<file path="config.mk">
export PLATFORM = sky130hd
export DESIGN_NAME = regfile_dump
export DESIGN_NICKNAME = d
export VERILOG_FILES = /design/src/rtl/regfile_dump.sv
export SDC_FILE = /design/constraint.sdc
export NUM_CORES = 1
export LEC_CHECK = 0
export ABC_CLOCK_PERIOD_IN_PS = 2800
export CAP_MARGIN = 5
export CORE_MARGIN = 2
export CORE_UTILIZATION = 47
export DETAILED_ROUTE_END_ITERATION = 8
export PLACE_DENSITY = 0.86
export SLEW_MARGIN = 30
export SYNTH_ARGS = -nofsm -noshare
export SYNTH_HDL_FRONTEND = slang
export SYNTH_SLANG_ARGS = --single-unit
export TNS_END_PERCENT = 30
</file>
<file path="constraint.sdc">
create_clock -name Clk -period 2.8 [get_ports Clk]
set_input_delay 0.42 -clock Clk [delete_from_list [all_inputs] [get_ports Clk]]
set_output_delay 0.42 -clock Clk [all_outputs]
set_load 0.03 [all_outputs]
</file>
<file path="src/rtl/regfile_dump.sv">
// Register-file dump engine: walks registers 0..NUM_REGS-1 through one read-select
// port and streams each word on valid/ready. Optional REGFILE_DUMP_CHKSUM_EN adds Chksum.
module regfile_dump #(
  parameter int NUM_REGS = 8,
  parameter int DATA_W   = 16,
  parameter int SEL_W    = 3
) (
  input  logic              Clk,
  input  logic              Reset_n,
  input  logic              Start,
  output logic [SEL_W-1:0]  Sel,
  input  logic [DATA_W-1:0] Rd_data,
  output logic [DATA_W-1:0] Dout,
  output logic [SEL_W-1:0]  Dout_idx,
  output logic              Dout_valid,
  input  logic              Dout_ready,
  output logic              Busy,
  output logic              Done,
`ifdef REGFILE_DUMP_CHKSUM_EN
  output logic [DATA_W-1:0] Chksum,
`endif
  output logic [1:0]        Dbg_state
);

  // Handshake: a word transfers at a posedge where Dout_valid & Dout_ready are both
  // high; once raised, Dout_valid and Dout/Dout_idx hold until that transfer.
  typedef enum logic [1:0] {
    IDLE  = 2'd0,
    FETCH = 2'd1,
    SEND  = 2'd2,
    DONE  = 2'd3
  } state_t;

  localparam logic [SEL_W-1:0] LAST_IDX = SEL_W'(NUM_REGS - 1);

  state_t            r_state;
  logic [SEL_W-1:0]  r_idx;
  logic [SEL_W-1:0]  r_sel;
  logic [DATA_W-1:0] r_dout;
  logic [SEL_W-1:0]  r_dout_idx;
  logic              r_valid;
  logic              r_busy;
  logic              r_done;
  logic [SEL_W-1:0]  w_idx_next;

  assign w_idx_next = r_idx + 1'b1;

`ifdef REGFILE_DUMP_CHKSUM_EN
  logic [DATA_W-1:0] r_chksum;

  always_ff @(posedge Clk or negedge Reset_n) begin
    if (!Reset_n) begin
      r_chksum <= '0;
    end else if (r_state == IDLE && Start) begin
      r_chksum <= '0;
    end else if (r_state == SEND && Dout_ready) begin
      r_chksum <= r_chksum + r_dout;
    end
  end

  assign Chksum = r_chksum;
`endif

  // Sel is registered so it already points at r_idx during the whole FETCH cycle.
  always_ff @(posedge Clk or negedge Reset_n) begin
    if (!Reset_n) begin
      r_state    <= IDLE;
      r_idx      <= '0;
      r_sel      <= '0;
      r_dout     <= '0;
      r_dout_idx <= '0;
      r_valid    <= 1'b0;
      r_busy     <= 1'b0;
      r_done     <= 1'b0;
    end else begin
      r_done <= 1'b0;
      case (r_state)
        IDLE: begin
          if (Start) begin
            r_state <= FETCH;
            r_idx   <= '0;
            r_sel   <= '0;
            r_busy  <= 1'b1;
          end
        end
        FETCH: begin
          r_dout     <= Rd_data;
          r_dout_idx <= r_idx;
          r_valid    <= 1'b1;
          r_state    <= SEND;
        end
        SEND: begin
          if (Dout_ready) begin
            r_valid <= 1'b0;
            if (r_idx == LAST_IDX) begin
              r_state <= DONE;
              r_done  <= 1'b1;
              r_sel   <= '0;
            end else begin
              r_idx   <= w_idx_next;
              r_sel   <= w_idx_next;
              r_state <= FETCH;
            end
          end
        end
        DONE: begin
          r_state <= IDLE;
          r_busy  <= 1'b0;
        end
        default: begin
          r_state <= IDLE;
        end
      endcase
    end
  end

  assign Sel        = r_sel;
  assign Dout       = r_dout;
  assign Dout_idx   = r_dout_idx;
  assign Dout_valid = r_valid;
  assign Busy       = r_busy;
  assign Done       = r_done;
  assign Dbg_state  = r_state;

endmodule

</file>
==> results.toml <==
[sta]
relSlewSlack_pct = 68.1
finalHoldViolCount = 0
rsz0062_at_grt = "false"
tns_ns = 0
setup_viol = 0
tightest_slew_ns = 0.477
finClkSkew_ns = 0.00588
clock.fmax_mhz = 489
period_share_pct = 73.0
drv_slew = 0
period_needed_ns = 2.04

[die]
io_pins = 47
die_h_um = 57.0
initial_core_util_pct = 48.7
core_area_um2 = 2710
rows = 19
die_x_um = 57.0
fp.dieArea_um2 = 3250

[cts]
cts_htree_levels = 2
cts_buffers = 5
cts_resized = 0
insertion_delay_ns = 0.33
post_cts_buffers = 0
clockRootBuffer = "clkbuf_4"
clock_path_buffers = 2
holdBufCountCts = 0
cts_tree = "done"
cts.sinks = 30
clkTransAtPathRegs_ns = 0.09

[routing]
post_drt_wl_per_cell_um = 15.2
routed_wl_um = 2650
viasPerCell = 5.07
drc = 0
first_pass_iters = 4
route.antenna.remaining_nets = 0
vias = 887
dr.first_iter.drc_count = 22

[synthesis]
synth_top_cell_area_share_pct = 56.9
synth_nets = 114
post_synth_instance_area_um2 = 1320
synth_top_area_cell = "dfrtp_1"
yosys_warnings = 0
synth_cell_types = 23
ys_ff_latch = 30
yosysMostFrequentCell = "dfrtp_1"
synth_cells = 91
synth_edf_count = 0
synth_seq_area_share_pct = 56.9
ys.flop_type = "dfrtp_1"
synthTopCellsByCount = "dfrtp_1, mux2_4, inv_1, o21ai_1, nand2_1"
synth-async-reset-ratio_pct = 100
syn_area_per_cell_um2 = 14.5
synth.top_cells.by_area = "dfrtp_1, mux2_4, ha_1, o21ai_1, buf_6"

[worst_setup_path]
worstPathArrival_ns = 1.62
r2r_end = "Dout[15]"
crit_buf_inv = 1
reg2reg_slack_ns = 1.25
cp.required_ns = 2.38
reg2reg_from = "Dbg_state[0]"
path_cells = "clkdlybuf4s50_1"
cp_top_family = "buffers and inverters"
critPathLaunchType = "flop"
cp_slowest_cell = "clkdlybuf4s50_1"
cp_max_fo = 12
max_stage_delay_ns = 0.75
critPathCaptureType = "primary output"
worstRegToRegCells = 3
path_class = "flop to primary output"

[power_and_ir_drop]
vdd_drop_max_mv = 1.07
p_leak_nw = 0.865
power_density_nw_per_um2 = 1240
power_mw = 2.33

[place]
place_congestion = 0.793
io_buffers = 46
placed_cells = 167
hpwl_um = 1900

[final_layout]
area_delta_synth_final_pct = 42.9
fin_util_pct = 69.5
drive_above_1_share_pct = 22.9
antenna-diode-count = 0
final_cells = 175
fin_nets = 166

[job]
drv_cap = 0

[hold_path]
hold_path.class = "input port to async pin"

[global_route]
grt-ovfl-total = 0
grt_use_total_pct = 19.0
grt_pass1_wl_um = 4610
grt_max_degree = 21
grt_pass1_vias = 965
antenna_found_initial = 0

[status]
status = "complete, no violations"
## registers in the layout, summed over array words and instances, names as in the netlist
signal	cells
Dout	16
Dbg_state	2
Sel	3
r_idx	3
Dout_valid	1
Dout_idx	3
Done	1
Busy	1
## layout by cell type, fill, tap and decap left out, drive strengths merged
cell type,n
o21bai,1
nand4b,1
clkbuf,8
o21ai,7
clkdlybuf4s50,46
and4bb,1
dfrtp,30
a21o,2
mux2,19
nor2,1
a21oi,4
a22oi,1
nand2,4
nor3b,2
inv,6
buf,2
nor2b,1
ha,3
nand2b,4
mux2i,1
## power breakdown
group | internal [mW] | switching [mW]
combinational | 0.634 | 0.617
sequential | 0.621 | 0.140
clock | 0.171 | 0.149
total | 1.43 | 0.906
## per-stage QoR
| stage | instance area (um^2) | hold slack, ns | setup WS (ns) |
|---|---|---|---|
| after floorplan | 1320 | 0.124 | 1.46 |
| after global placement | 1810 | 0.490 | 1.14 |
| after detailed placement | 1810 | 0.491 | 1.11 |
| after CTS | 1880 | 0.417 | 0.736 |
| after global routing | 1880 | 0.432 | 0.666 |
| final | 1880 | 0.411 | 0.756 |
## cells by family (layout without fill, tap and decap cells)
group | Yosys count | count (layout) | share of synthesized area [%]
AO/OA/AOI/OAI | 15 | 15 | 6.74
adder cells (fa/ha/maj) | 3 | 3 | 2.85
buffers and inverters | 9 | 62 | 3.79
flip-flops | 30 | 30 | 56.9
multiplexers | 20 | 20 | 22.4
AND/OR/NAND/NOR | 14 | 14 | 7.31
## area by class of cell
cell class,instances,area [um^2]
clock buffers,8,78.8
fillers,209,826
inverters,6,22.5
multi-input cells,52,518
flip-flops and latches,30,751
well taps,31,38.8
repair buffers,48,475
## how the worst max path moves through the flow
stage | slack [ns] | from | endpoint | cells past startpoint
final | 0.76 | Dbg_state[0] | Dbg_state[0] | 1
after global routing | 0.67 | Dbg_state[0] | Dbg_state[0] | 1
after CTS | 0.74 | Dbg_state[0] | Dbg_state[0] | 1
after detailed placement | 1.11 | Dbg_state[0] | Dbg_state[0] | 1
after global placement | 1.14 | Dbg_state[0] | Dbg_state[0] | 1
after floorplan | 1.46 | Dbg_state[1] | Dout[10] | 3
## layer usage
metal / share of wire [%] / wire length (um) / track usage (%) / vias up
met3: 5.3 / 140 / 7.48 / 6
li1: - / - / - / 412
met4: 1.4 / 38 / 5.98 / 0
met2: 51 / 1350 / 31.5 / 29
met5: 0 / 0 / 0 / -
met1: 42 / 1120 / 22.9 / 440
No activity file was read; power rests on OpenSTA's default activity.
